$ cat src/rtl/usb_fifo_sequencer.sv
// usb_fifo_sequencer
// Bridges the SNES B-bus (two registers at $FE/$FF) to an FT245-style USB
// FIFO. SNES strobes and FIFO flags are asynchronous and are synchronized
// before use. A small FSM generates fixed-width FIFO read/write strobes.
// Pending tx bytes take priority over rx prefetch.
//
// Ports
//   clk, rst        : 40 MHz clock, synchronous active-high reset
//   addr, data_in   : raw SNES B-bus address / write data
//   PARD_n, PAWR_n  : raw SNES read / write strobes (active-low)
//   usb_data_in     : byte driven by the FIFO during a read strobe
//   USB_RXFn        : FIFO has rx data (active-low)
//   USB_TXEn        : FIFO can accept tx data (active-low)
//   USB_RDn, USB_WRn, USB_OEn, USB_DIR : registered FIFO/transceiver controls
//   usb_data_out    : tx byte presented to the FIFO
//   data_out, data_oe : byte and drive enable returned to the SNES
//
// Status register at $FE: {4'b0, ovr, unr, ~rx_valid, ~tx_ready}.
module usb_fifo_sequencer #(
    parameter int RD_PULSE = 4,
    parameter int WR_PULSE = 4,
    parameter int RECOVER  = 2
) (
    input  logic       clk,
    input  logic       rst,
    input  logic [7:0] addr,
    input  logic [7:0] data_in,
    input  logic       PARD_n,
    input  logic       PAWR_n,
    input  logic [7:0] usb_data_in,
    input  logic       USB_RXFn,
    input  logic       USB_TXEn,
    output logic       USB_RDn,
    output logic       USB_WRn,
    output logic       USB_OEn,
    output logic       USB_DIR,
    output logic [7:0] usb_data_out,
    output logic [7:0] data_out,
    output logic       data_oe
);

    localparam int MAX_RW  = (RD_PULSE > WR_PULSE) ? RD_PULSE : WR_PULSE;
    localparam int MAX_CNT = (MAX_RW > RECOVER) ? MAX_RW : RECOVER;
    localparam int CW      = $clog2(MAX_CNT + 1);

    typedef enum logic [1:0] {
        ST_IDLE    = 2'b00,
        ST_RD      = 2'b01,
        ST_WR      = 2'b10,
        ST_RECOVER = 2'b11
    } state_t;

    state_t        state_r;
    state_t        next_state_s;
    logic [CW-1:0] cnt_r;
    logic [CW-1:0] cnt_next_s;

    logic [1:0] pard_sync_r;
    logic [1:0] pawr_sync_r;
    logic [1:0] rxf_sync_r;
    logic [1:0] txe_sync_r;
    logic       pard_prev_r;
    logic       pawr_prev_r;
    logic [7:0] addr_r;
    logic       rd_hit_ff_r;
    logic       rd_hit_fe_r;
    logic       wr_hit_ff_r;

    logic [7:0] shadow_r;
    logic [7:0] rx_buf_r;
    logic       rx_valid_r;
    logic       tx_pending_r;
    logic       ovr_r;
    logic       unr_r;

    logic       pard_s;
    logic       pawr_s;
    logic       rxf_s;
    logic       txe_s;
    logic       rd_ff_s;
    logic       rd_fe_s;
    logic       wr_ff_s;
    logic       tx_go_s;
    logic       rx_go_s;
    logic       rd_last_s;
    logic       wr_last_s;
    logic       tx_ready_s;
    logic [7:0] status_s;

    assign pard_s = pard_sync_r[1];
    assign pawr_s = pawr_sync_r[1];
    assign rxf_s  = rxf_sync_r[1];
    assign txe_s  = txe_sync_r[1];

    // A strobe's target is whatever addr_r held on its last synchronized-low
    // cycle, so the hit flags only update while the strobe is low.
    assign rd_ff_s = pard_s & ~pard_prev_r & rd_hit_ff_r;
    assign rd_fe_s = pard_s & ~pard_prev_r & rd_hit_fe_r;
    assign wr_ff_s = pawr_s & ~pawr_prev_r & wr_hit_ff_r;

    assign tx_go_s    = tx_pending_r & ~txe_s;
    assign rx_go_s    = ~rx_valid_r & ~rxf_s;
    assign rd_last_s  = (state_r == ST_RD) && (cnt_r == {CW{1'b0}});
    assign wr_last_s  = (state_r == ST_WR) && (cnt_r == {CW{1'b0}});
    assign tx_ready_s = ~tx_pending_r & ~txe_s;
    assign status_s   = {4'b0000, ovr_r, unr_r, ~rx_valid_r, ~tx_ready_s};

    // Input synchronizers, strobe edge history and registered address/targets.
    always_ff @(posedge clk) begin
        if (rst) begin
            pard_sync_r <= 2'b11;
            pawr_sync_r <= 2'b11;
            rxf_sync_r  <= 2'b11;
            txe_sync_r  <= 2'b11;
            pard_prev_r <= 1'b1;
            pawr_prev_r <= 1'b1;
            addr_r      <= 8'h00;
            rd_hit_ff_r <= 1'b0;
            rd_hit_fe_r <= 1'b0;
            wr_hit_ff_r <= 1'b0;
        end else begin
            pard_sync_r <= {pard_sync_r[0], PARD_n};
            pawr_sync_r <= {pawr_sync_r[0], PAWR_n};
            rxf_sync_r  <= {rxf_sync_r[0], USB_RXFn};
            txe_sync_r  <= {txe_sync_r[0], USB_TXEn};
            pard_prev_r <= pard_s;
            pawr_prev_r <= pawr_s;
            addr_r      <= addr;
            if (!pard_s) begin
                rd_hit_ff_r <= (addr_r == 8'hFF);
                rd_hit_fe_r <= (addr_r == 8'hFE);
            end
            if (!pawr_s) begin
                wr_hit_ff_r <= (addr_r == 8'hFF);
            end
        end
    end

    // Next-state and counter logic; tx has priority over rx prefetch.
    always_comb begin
        next_state_s = state_r;
        cnt_next_s   = (cnt_r == {CW{1'b0}}) ? {CW{1'b0}} : cnt_r - {{(CW-1){1'b0}}, 1'b1};
        case (state_r)
            ST_IDLE: begin
                if (tx_go_s) begin
                    next_state_s = ST_WR;
                    cnt_next_s   = CW'(WR_PULSE - 1);
                end else if (rx_go_s) begin
                    next_state_s = ST_RD;
                    cnt_next_s   = CW'(RD_PULSE - 1);
                end else begin
                    next_state_s = ST_IDLE;
                    cnt_next_s   = {CW{1'b0}};
                end
            end
            ST_RD, ST_WR: begin
                if (cnt_r == {CW{1'b0}}) begin
                    next_state_s = ST_RECOVER;
                    cnt_next_s   = CW'(RECOVER - 1);
                end else begin
                    next_state_s = state_r;
                end
            end
            ST_RECOVER: begin
                if (cnt_r == {CW{1'b0}}) begin
                    next_state_s = ST_IDLE;
                end else begin
                    next_state_s = ST_RECOVER;
                end
            end
            default: begin
                next_state_s = ST_IDLE;
                cnt_next_s   = {CW{1'b0}};
            end
        endcase
    end

    // FSM state, counter and glitch-free registered FIFO controls.
    always_ff @(posedge clk) begin
        if (rst) begin
            state_r <= ST_IDLE;
            cnt_r   <= {CW{1'b0}};
            USB_RDn <= 1'b1;
            USB_WRn <= 1'b1;
            USB_OEn <= 1'b1;
            USB_DIR <= 1'b0;
        end else begin
            state_r <= next_state_s;
            cnt_r   <= cnt_next_s;
            USB_RDn <= (next_state_s != ST_RD);
            USB_WRn <= (next_state_s != ST_WR);
            USB_OEn <= (next_state_s != ST_RD);
            USB_DIR <= (next_state_s == ST_RD);
        end
    end

    // Data path: write shadow, rx buffer, tx holding register, sticky errors.
    always_ff @(posedge clk) begin
        if (rst) begin
            shadow_r     <= 8'h00;
            rx_buf_r     <= 8'h00;
            rx_valid_r   <= 1'b0;
            tx_pending_r <= 1'b0;
            usb_data_out <= 8'h00;
            ovr_r        <= 1'b0;
            unr_r        <= 1'b0;
        end else begin
            if (!pawr_s && (addr_r == 8'hFF)) begin
                shadow_r <= data_in;
            end
            if (rd_last_s) begin
                rx_buf_r   <= usb_data_in;
                rx_valid_r <= 1'b1;
            end else if (rd_ff_s && rx_valid_r) begin
                rx_valid_r <= 1'b0;
            end
            // usb_data_out only changes while nothing is pending, so it is
            // stable for the whole write strobe.
            if (wr_ff_s && !tx_pending_r) begin
                usb_data_out <= shadow_r;
                tx_pending_r <= 1'b1;
            end else if (wr_last_s) begin
                tx_pending_r <= 1'b0;
            end
            // A fresh error event wins over a status-read clear.
            ovr_r <= (ovr_r & ~rd_fe_s) | (wr_ff_s & tx_pending_r);
            unr_r <= (unr_r & ~rd_fe_s) | (rd_ff_s & ~rx_valid_r);
        end
    end

    // SNES read mux, combinational from the raw bus.
    always_comb begin
        data_out = 8'h00;
        data_oe  = 1'b0;
        if (!PARD_n && (addr == 8'hFF)) begin
            data_out = rx_valid_r ? rx_buf_r : 8'h00;
            data_oe  = 1'b1;
        end else if (!PARD_n && (addr == 8'hFE)) begin
            data_out = status_s;
            data_oe  = 1'b1;
        end else begin
            data_out = 8'h00;
            data_oe  = 1'b0;
        end
    end

endmodule

$ cat config.mk
export PLATFORM = sky130hd
export DESIGN_NAME = usb_fifo_sequencer
export DESIGN_NICKNAME = d
export VERILOG_FILES = /design/src/rtl/usb_fifo_sequencer.sv
export SDC_FILE = /design/constraint.sdc
export NUM_CORES = 1
export LEC_CHECK = 0
export ABC_CLOCK_PERIOD_IN_PS = 1950
export CAP_MARGIN = 30
export CORE_MARGIN = 2
export CORE_UTILIZATION = 48
export DETAILED_ROUTE_END_ITERATION = 10
export PLACE_DENSITY = 0.83
export SLEW_MARGIN = 25
export SYNTH_ARGS = -nofsm -noshare
export SYNTH_HDL_FRONTEND = slang
export SYNTH_SLANG_ARGS = --single-unit
$ cat constraint.sdc
create_clock -name clk -period 1.95 [get_ports clk]
set_input_delay 0.2925 -clock clk [delete_from_list [all_inputs] [get_ports clk]]
set_output_delay 0.2925 -clock clk [all_outputs]
set_load 0.005 [all_outputs]
==> flow_summary_export.csv, run 1 <==
group,metric,value,unit
global_routing,grt_max_degree,58,
yosys,synthAdderAreaFrac,0.0293,
placement,dpl.hpwl,2860,um
detailed_routing,vias,1747,
detailed_routing,drtAntennaViolNets,0,
clock_network,cts_hold_buf,0,
global_routing,grt_util_met2,0.298,
power_and_ir_drop,p_leak,1.22,nW
sta,worst_pin_slew,920,ps
floorplan,rows,24,
clock_network,cts.sinks,57,
sta,rsz0062_at_grt,"false",
yosys,mappedNetlistNets,266,
global_routing,grt_pass1_wl,7140,um
yosys,muxShareOfSynthArea,0.0375,
yosys,yosys.area.top_type,"dfxtp_1",
run_status,outcome,"complete, no violations",
detailed_routing,wl_per_cell,12.4,um
global_routing,grtUsageMet3,0.0570,
layout,nFillCells,371,
layout,final_common_cell,"dfxtp_1",
yosys,syn_inst,231,
placement,place.gp.congestion,0.751,
yosys,avgSynthCellArea,9.25,um2
clock_network,clockRootBuffer,"clkbuf_8",
detailed_routing,route.detailed.drc,0,
layout,layout.cells.non_filler,349,
floorplan,die-area,5000,um2
worst_setup_path,crit_path_start_kind,"input pin",
worst_setup_path,cp-endpoint,"data_out[7]",
yosys,synthesis.area,2140,um2
sta,finalWorstSetupSlack,101,ps
layout,antenna_cells,0,
power_and_ir_drop,p_per_area,1030,nW/um2
global_routing,grt_remaining_overflow,0,
clock_network,clkTransAtPathRegs,60,ps
global_routing,grt_usage,0.183,
placement,post_dp_cell_area,2680,um2
worst_setup_path,cp.required,1660,ps
placement,dp_slack,-437,ps
global_routing,grt.busiest_layer,"met2",
clock_network,htreeDepth,3,
yosys,synthTopCellsByArea,"dfxtp_1 53%, nand2_1 7.4%, a21oi_1 5.6%, mux2i_1 3.7%, nor2b_1 3.2%",
yosys,synth_top_family_by_area,"simple AND/OR/NAND/NOR gates",
worst_setup_path,r2r-end,"USB_OEn",
detailed_routing,routed_wl,4320,um
sta,report.final.slew_viol_count,0,
yosys,yosys.area_share.simple,0.258,
clock_network,clockBufferDepth,2,
worst_setup_path,crit_type,"input pin to primary output",
clock_network,cts_tree,"done",
layout,design_area,2950,um2
sta,setup_viol,0,
clock_network,clk_latency,330,ps
floorplan,initial_utilization,0.494,
sta,period_share,0.948,
worst_setup_path,cp.arrival,1560,ps
floorplan,die_y,70.7,um
worst_setup_path,crit_start,"PARD_n",
floorplan,io_pins,51,
worst_setup_path,crit_path_max_incr_delay,240,ps
detailed_routing,drtIter0Drc,97,
sta,finClkSkew,8.63,ps
floorplan,coreArea,4320,um2
global_routing,grt_pass1_vias,1643,
worst_setup_path,reg2reg_from,"state_r[1]",
sta,whs,302,ps
sta,final_hold_viol_count,0,
yosys,yosysWarnings,0,
yosys,seq_area_frac_synth,0.534,
worst_setup_path,critPathSlowestCell,"dlygate4sd2_1",
layout,layout_common_cells,"57 x dfxtp_1, 42 x nand2_1, 32 x clkdlybuf4s50_1",
global_routing,use_met1,0.224,
layout,syn2layout_area_growth,38.2,%
clock_network,cts_made_buffers,9,
yosys,synth_compound_area_frac,0.110,
yosys,ys_ff_latch,57,
layout,drive_above_1_share,0.178,
sta,fmaxAchievable,0.541,GHz
detailed_routing,drt_pre_antenna_iters,4,
placement,dp.cells,327,
placement,port_buffers,50,
worst_setup_path,r2r_cells,5,
sta,slew_headroom,0.386,
yosys,yosys.area_share.xor_xnor,0,
worst_setup_path,cp-end-kind,"primary output",
worst_setup_path,path_cells,"dlygate4sd2_1, nand4b_1, nor2_2, and3_4, buf_6, and2_1, clkdlybuf4s15_2",
yosys,synth_top_cell_area_share,0.534,
worst_setup_path,r2r_setup_slack,320,ps
job,cap_violations,0,
layout,num-nets-final,327,
yosys,synth.distinct_cells,39,
worst_setup_path,crit_path_max_fanout,5,
global_routing,antenna_found_initial,0,
sta,min_period,1850,ps
floorplan,die_x,70.7,um
hold_path,hold_path_class,"input pin to flip-flop",
power_and_ir_drop,ir_drop,0.000788,V
detailed_routing,vias_per_cell,5.01,
-- logic make-up after synthesis --
kind of cell / Yosys count
AOI/OAI and AO/OA: 39
adders and majority gates: 5
buffers and inverters: 14
DFF: 57
muxes: 8
and+or+nand+nor: 108
-- power breakdown --
part | internal, mW | switching, mW
sequential | 1.25 | 0.0616
combinational | 0.241 | 0.236
clock | 0.784 | 0.452
-- timing repair --
action	4_1_cts	5_1_grt
pin swaps	5	1
gates resized for setup	35	4
setup endpoints to repair	9	2
buffers inserted	6	0
-- registers in the layout, indices dropped and copies added, names as in the netlist, 2 cells and up --
signal and count:
cnt_r 3, pard_sync_r 2, shadow_r 8, addr_r 8, rx_buf_r 8, state_r 2, rxf_sync_r 2, pawr_sync_r 2
usb_data_out 8, txe_sync_r 2
-- worst min path at each step --
stage	startpoint	endpoint	slack [ps]	cells past startpoint
finish	PARD_n	pard_sync_r[0]	300	2
global route	PARD_n	pard_sync_r[0]	310	2
CTS	PARD_n	pard_sync_r[0]	290	2
detailed placement	txe_sync_r[0]	txe_sync_r[1]	400	1
global placement	rxf_sync_r[0]	rxf_sync_r[1]	390	1
floorplan	pard_sync_r[0]	pard_sync_r[1]	390	1
-- per-stage QoR --
| step | setup TNS [ps] | util | power, mW |
|---|---|---|---|
| 2_1_floorplan | 0 | - | 1.64 |
| 3_5_place_dp | -3010 | 0.620 | 1.82 |
| 3_3_place_gp | -2690 | 0.620 | 1.80 |
| 4_1_cts | 0 | 0.683 | 3.05 |
| 6_report | 0 | 0.683 | 3.03 |
| 5_1_grt | 0 | 0.683 | 3.18 |
-- synthesized netlist by cell type (all sizes together) --
library cell and instances:
a21bo 1, or3 4, and4 1, nor3 4
or2 10, nor2b 11, and3 1, buf 4
nand3b 2, nand4 2, clkbuf 7, nand3 2
a211o 1, nor4b 1, a31o 1, inv 3
dfxtp 57, a22oi 2, or3b 1, nand4b 1
a2bb2oi 1, nand2 42, a21oi 25, and2 7
o21ai 5, ha 5, mux2i 8, nor2 18
nand2b 1, a21o 1, a22o 2
-- cell type report --
class                           instances  area [um2]  share of cell area
Multi-Input combinational cell        160         948               0.321
Sequential cell                        57        1140               0.386
Clock inverter                          5        77.6              0.0263
Timing Repair Buffer                   61         559               0.189
Inverter                                3        11.3             0.00381
Clock buffer                           11         151              0.0512
Tap cell                               52        65.1              0.0220
-- worst max-delay path, delay by kind of cell --
| family | cells | cell delay (ps) |
|---|---|---|
| AND/OR/NAND/NOR | 4 | 730 |
| buffers and inverters | 3 | 530 |
-- per-layer routing --
metal	wire, um	part of all wire
met4	33	0.0076
met2	2090	0.48
met3	256	0.059
met5	0	0
met1	1940	0.45
Power figures use the tool's default switching activity.
==> run 2, diff against run 1 <==
--- a/config.mk
+++ b/config.mk
@@ -7,6 +7,7 @@
 export LEC_CHECK = 0
 export ABC_CLOCK_PERIOD_IN_PS = 1950
 export CAP_MARGIN = 30
+export CORE_ASPECT_RATIO = 1.4
 export CORE_MARGIN = 2
 export CORE_UTILIZATION = 48
 export DETAILED_ROUTE_END_ITERATION = 10
==> run 2 against run 1 <==
  * Setup slack better by 2.2 ps
  * Clock power is 20% lower
  * Clock skew is 2.1 ps lower
  * Non-clock buffer count is 1 higher
  * First-iteration DRC count is 10% lower
  * Utilization is 0.19 points higher
  * Count of clock-buffer cells in the layout stayed put
  * Critical path type unchanged
  * Largest power group unchanged
==> flow_summary_export.csv, run 2 (synthesis results as in run 1) <==
group,metric,value,unit
detailed_routing,route.detailed.drc,0,
worst_setup_path,cp-end-kind,"primary output",
detailed_routing,wl_per_cell,11.5,um
sta,worst_pin_slew,911,ps
clock_network,clockRootBuffer,"clkbuf_8",
global_routing,grt_pass1_vias,1638,
detailed_routing,routed.top_layer,"met4",
worst_setup_path,r2r_setup_slack,340,ps
detailed_routing,drtIter0Drc,87,
detailed_routing,vias,1724,
floorplan,rows,28,
power_and_ir_drop,ir_drop,0.000739,V
run_status,outcome,"complete, no violations",
detailed_routing,wl_met1,1740,um
global_routing,grt_pass1_wl,6950,um
clock_network,clk_latency,330,ps
floorplan,die_y,83.0,um
worst_setup_path,crit_path_start_kind,"input pin",
global_routing,grt_usage,0.186,
sta,fmaxAchievable,0.542,GHz
layout,drive_above_1_share,0.168,
power_and_ir_drop,finalPower,2.78,mW
clock_network,clkTransAtPathRegs,60,ps
clock_network,cts.sinks,57,
sta,finClkSkew,6.51,ps
worst_setup_path,r2r-end,"USB_OEn",
clock_network,cts_made_buffers,9,
detailed_routing,drt_pre_antenna_iters,4,
layout,design_area,2900,um2
layout,layout_common_cells,"57 x dfxtp_1, 42 x nand2_1, 31 x clkdlybuf4s50_1",
placement,port_buffers,50,
sta,min_period,1850,ps
worst_setup_path,r2r_cells,5,
hold_path,hold_path_class,"input pin to flip-flop",
sta,rsz0062_at_grt,"false",
detailed_routing,vias_per_cell,4.83,
placement,place.gp.congestion,0.711,
sta,report.final.slew_viol_count,0,
layout,antenna_cells,0,
placement,dpl.hpwl,2870,um
global_routing,antenna_found_initial,0,
clock_network,cts_tree,"done",
floorplan,die_x,60.4,um
floorplan,die-area,5010,um2
worst_setup_path,cp.required,1660,ps
layout,num-nets-final,328,
power_and_ir_drop,p_leak,1.19,nW
worst_setup_path,crit_type,"input pin to primary output",
clock_network,htreeDepth,3,
detailed_routing,route.met2.wl,2020,um
layout,syn2layout_area_growth,35.9,%
sta,setup_viol,0,
sta,final_hold_viol_count,0,
worst_setup_path,crit_start,"PARD_n",
sta,slew_headroom,0.393,
detailed_routing,wl_met3,242,um
clock_network,clockBufferDepth,2,
power_and_ir_drop,p_per_area,958,nW/um2
detailed_routing,routed_wl,4110,um
detailed_routing,drtAntennaViolNets,0,
worst_setup_path,crit_path_max_fanout,5,
global_routing,grt_max_degree,58,
worst_setup_path,cp.arrival,1550,ps
floorplan,initial_utilization,0.504,
placement,post_dp_cell_area,2690,um2
worst_setup_path,reg2reg_from,"state_r[0]",
clock_network,cts_hold_buf,0,
worst_setup_path,cp-endpoint,"data_out[4]",
job,cap_violations,0,
sta,period_share,0.947,
floorplan,io_pins,51,
floorplan,coreArea,4240,um2
global_routing,grt_remaining_overflow,0,
layout,final_common_cell,"dfxtp_1",
## run 2: cell types whose count changed in the layout (fill, tap and decap cells not counted), moves of 2 or more
cell	before	now
clkbuf_8	11	9
clkdlybuf4s15_1	0	2
clkbuf_2	1	3
buf_2	4	2
buf_4	8	11
clkbuf_1	0	2
buf_6	3	1
## run 2: report_power, final
part           internal, mW  switching (mW)  total [mW]
clock network         0.576           0.418       0.994
logic                 0.242           0.230       0.473
registers              1.26          0.0617        1.32
total                  2.07           0.710        2.78
## run 2: worst max-delay path, cell delays in order
cell and delay [ps]:
dlygate4sd2_1 230, nand4b_1 210, nor2_2 150, buf_4 120, and3_4 200, and2_1 120, dlygate4sd2_1 230
## run 2: worst min path at each step
| stage | from | end | cells after the start |
|---|---|---|---|
| detailed placement | pawr_sync_r[0] | pawr_sync_r[1] | 1 |
| CTS | PARD_n | pard_sync_r[0] | 2 |
| floorplan | pard_sync_r[0] | pard_sync_r[1] | 1 |
| global route | PARD_n | pard_sync_r[0] | 2 |
| global placement | rxf_sync_r[0] | rxf_sync_r[1] | 1 |
| finish | PARD_n | pard_sync_r[0] | 2 |
## run 2: repair_timing
item	CTS	global route
gates resized for setup	28	7
setup endpoints to repair	9	3
buffers inserted	7	0
pin swaps	5	1
## run 2: metal layers
metal / up-vias / global-route usage
met5: - / 0
met1: 769 / 0.202
li1: 895 / -
met4: 0 / 0.103
met3: 12 / 0.0763
met2: 48 / 0.296
## run 2: area by class of cell
cell class	instances	area [um2]
timing repair buffer	62	558
sequential	57	1140
clock inverter	4	45.0
clock buffer	11	131
inverter	3	11.3
multi-input combinational	160	942
tap	60	75.1
fill	349	1340
## run 2: through the flow
step                      worst slack [ps]   util  setup TNS, ps  hold WS (ps)  instances
after global placement                -410  0.635          -3020           392        335
after CTS                             2.28  0.687              0           274        357
after detailed placement              -432  0.635          -3130           395        335
after global routing                  1.84  0.685              0           299        357
final                                  103  0.685              0           291        357
after floorplan                        452      -              0           389        231
==> run 3, diff against run 2 <==
--- a/config.mk
+++ b/config.mk
@@ -9,9 +9,10 @@
 export CAP_MARGIN = 30
 export CORE_ASPECT_RATIO = 1.4
 export CORE_MARGIN = 2
-export CORE_UTILIZATION = 48
+export CORE_UTILIZATION = 45
 export DETAILED_ROUTE_END_ITERATION = 10
-export PLACE_DENSITY = 0.83
+export PLACE_DENSITY = 0.78
+export RECOVER_POWER = 25
 export SLEW_MARGIN = 25
 export SYNTH_ARGS = -nofsm -noshare
 export SYNTH_HDL_FRONTEND = slang
==> run 3 against run 2 <==
  * Maximum frequency up 1.5%
  * Non-clock buffer count down 4
  * Sequential power about the same
  * Clock power down 12%
  * Utilization down 5.4 points
  * Setup slack better by 28 ps
  * Total power down 4.1%
  * Count of clock-buffer cells in the layout up 1
  * Clock skew about the same
  * Register-to-register slack worse by 20 ps
  * Hold slack worse by 47 ps
  * Die area up 6.3%
  * Critical path type unchanged
  * Critical endpoint is now data_out[0]
==> flow_summary_export.csv, run 3 (synthesis results as in run 1) <==
group,metric,value,unit
power_and_ir_drop,seq_power_share,0.494,
sta,report.final.slew_viol_count,0,
clock_network,cts_made_buffers,9,
detailed_routing,vias,1729,
floorplan,die-area,5320,um2
power_and_ir_drop,power.net_switching,0.701,mW
placement,port_buffers,50,
clock_network,clkTransAtPathRegs,60,ps
power_and_ir_drop,internal_power,1.97,mW
layout,syn2layout_area_growth,34.0,%
placement,place.gp.congestion,0.723,
run_status,outcome,"complete, no violations",
clock_network,cts_tree,"done",
detailed_routing,drtIter0Drc,60,
detailed_routing,wl_met1,1930,um
power_and_ir_drop,swShare,0.263,
clock_network,clockRootBuffer,"clkbuf_8",
worst_setup_path,crit_path_max_fanout,3,
clock_network,cts.sinks,57,
floorplan,io_pins,51,
power_and_ir_drop,p_per_area,932,nW/um2
global_routing,grt_pass1_vias,1648,
sta,min_period,1820,ps
power_and_ir_drop,p_clk_frac,0.328,
placement,dpl.hpwl,2930,um
power_and_ir_drop,pwr-share-comb,0.177,
clock_network,clk_latency,330,ps
detailed_routing,drtAntennaViolNets,0,
sta,final_hold_viol_count,0,
job,cap_violations,0,
layout,antenna_cells,0,
power_and_ir_drop,finalPower,2.67,mW
sta,fmaxAchievable,0.550,GHz
sta,period_share,0.933,
layout,num-nets-final,324,
power_and_ir_drop,ir_drop,0.000601,V
sta,finClkSkew,6.49,ps
worst_setup_path,crit_path_start_kind,"input pin",
worst_setup_path,cp-end-kind,"primary output",
layout,drive_above_1_share,0.172,
layout,final_common_cell,"dfxtp_1",
worst_setup_path,crit_start,"addr[0]",
worst_setup_path,cp.arrival,1530,ps
detailed_routing,routed.top_layer,"met4",
layout,layout_common_cells,"57 x dfxtp_1, 42 x nand2_1, 32 x clkdlybuf4s50_1",
hold_path,hp-start,"PARD_n",
floorplan,initial_utilization,0.471,
sta,worst_pin_slew,999,ps
floorplan,coreArea,4540,um2
floorplan,die_y,85.5,um
detailed_routing,route.detailed.drc,0,
clock_network,clockBufferDepth,2,
worst_setup_path,cp.required,1660,ps
sta,rsz0062_at_grt,"false",
detailed_routing,drt_pre_antenna_iters,4,
global_routing,grt_pass1_wl,7160,um
global_routing,grt_remaining_overflow,0,
detailed_routing,routed_wl,4240,um
detailed_routing,wl_per_cell,12.0,um
global_routing,antenna_found_initial,0,
floorplan,rows,29,
global_routing,grt_max_degree,58,
worst_setup_path,crit_type,"input pin to primary output",
floorplan,die_x,62.2,um
detailed_routing,route.met2.wl,1950,um
clock_network,htreeDepth,3,
sta,setup_viol,0,
global_routing,grt_usage,0.175,
sta,whs,244,ps
clock_network,cts_hold_buf,0,
hold_path,hold_path_class,"input pin to flip-flop",
power_and_ir_drop,p_leak,1.17,nW
detailed_routing,vias_per_cell,4.90,
layout,post-route-util,0.631,
sta,slew_headroom,0.334,
worst_setup_path,reg2reg_from,"state_r[0]",
detailed_routing,wl_met3,195,um
[run 3: cell types whose count changed in the layout (fill, tap and decap cells not counted), sizes merged]
| cell | before | now |
|---|---|---|
| clkdlybuf4s15 | 2 | 1 |
| clkbuf | 14 | 13 |
| clkinv | 3 | 1 |
| bufinv | 1 | 0 |
| dlygate4sd2 | 11 | 9 |
| clkdlybuf4s50 | 31 | 32 |
[run 3: repair_timing]
item,CTS,global route
pin swaps,6,2
cloned,0,0
resized for setup,38,8
endpoints found under the setup margin,9,4
buffers inserted,2,0
hold endpoints to repair,0,0
[run 3: worst paths after layout]
check	cells after the start	slack (ps)	to
max	5	130	data_out[0]
min	2	240	pard_sync_r[0]
max reg2reg	5	320	USB_OEn
min reg2reg	1	410	rxf_sync_r[1]
[run 3: critical path, cell delays in order]
cell	delay (ps)
clkdlybuf4s50_1	460
nor3_2	250
o21ai_0	100
a21bo_2	190
dlygate4sd2_1	220
[run 3: per-stage QoR]
stage	setup TNS, ps	setup slack [ps]	area (um2)	cells
finish	0	131	2860	353
global route	0	4.59	2860	353
CTS	0	58.5	2860	353
detailed placement	-3120	-438	2700	338
global placement	-2500	-348	2700	338
floorplan	0	452	2140	231
[run 3: cell type report]
class / count / area, um2
sequential: 57 / 1140
timing repair buffer: 58 / 531
clock inverter: 1 / 5.00
fill: 391 / 1670
inverter: 3 / 11.3
tap: 62 / 77.6
multi-input combinational: 160 / 952
clock buffer: 12 / 145
[run 3: power by group through the flow]
| stage | Combinational, mW | Clock, mW | Sequential [mW] |
|---|---|---|---|
| finish | 0.473 | 0.877 | 1.32 |
| global route | 0.537 | 0.945 | 1.33 |
| CTS | 0.478 | 0.890 | 1.32 |
| detailed placement | 0.479 | 0 | 1.34 |
| global placement | 0.468 | 0 | 1.34 |
| floorplan | 0.307 | 0 | 1.33 |
[run 3: metal layers]
metal / vias to the layer above / track usage
met5: - / 0
met4: 0 / 0.133
met3: 11 / 0.0381
met2: 52 / 0.293
met1: 787 / 0.194
li1: 879 / -
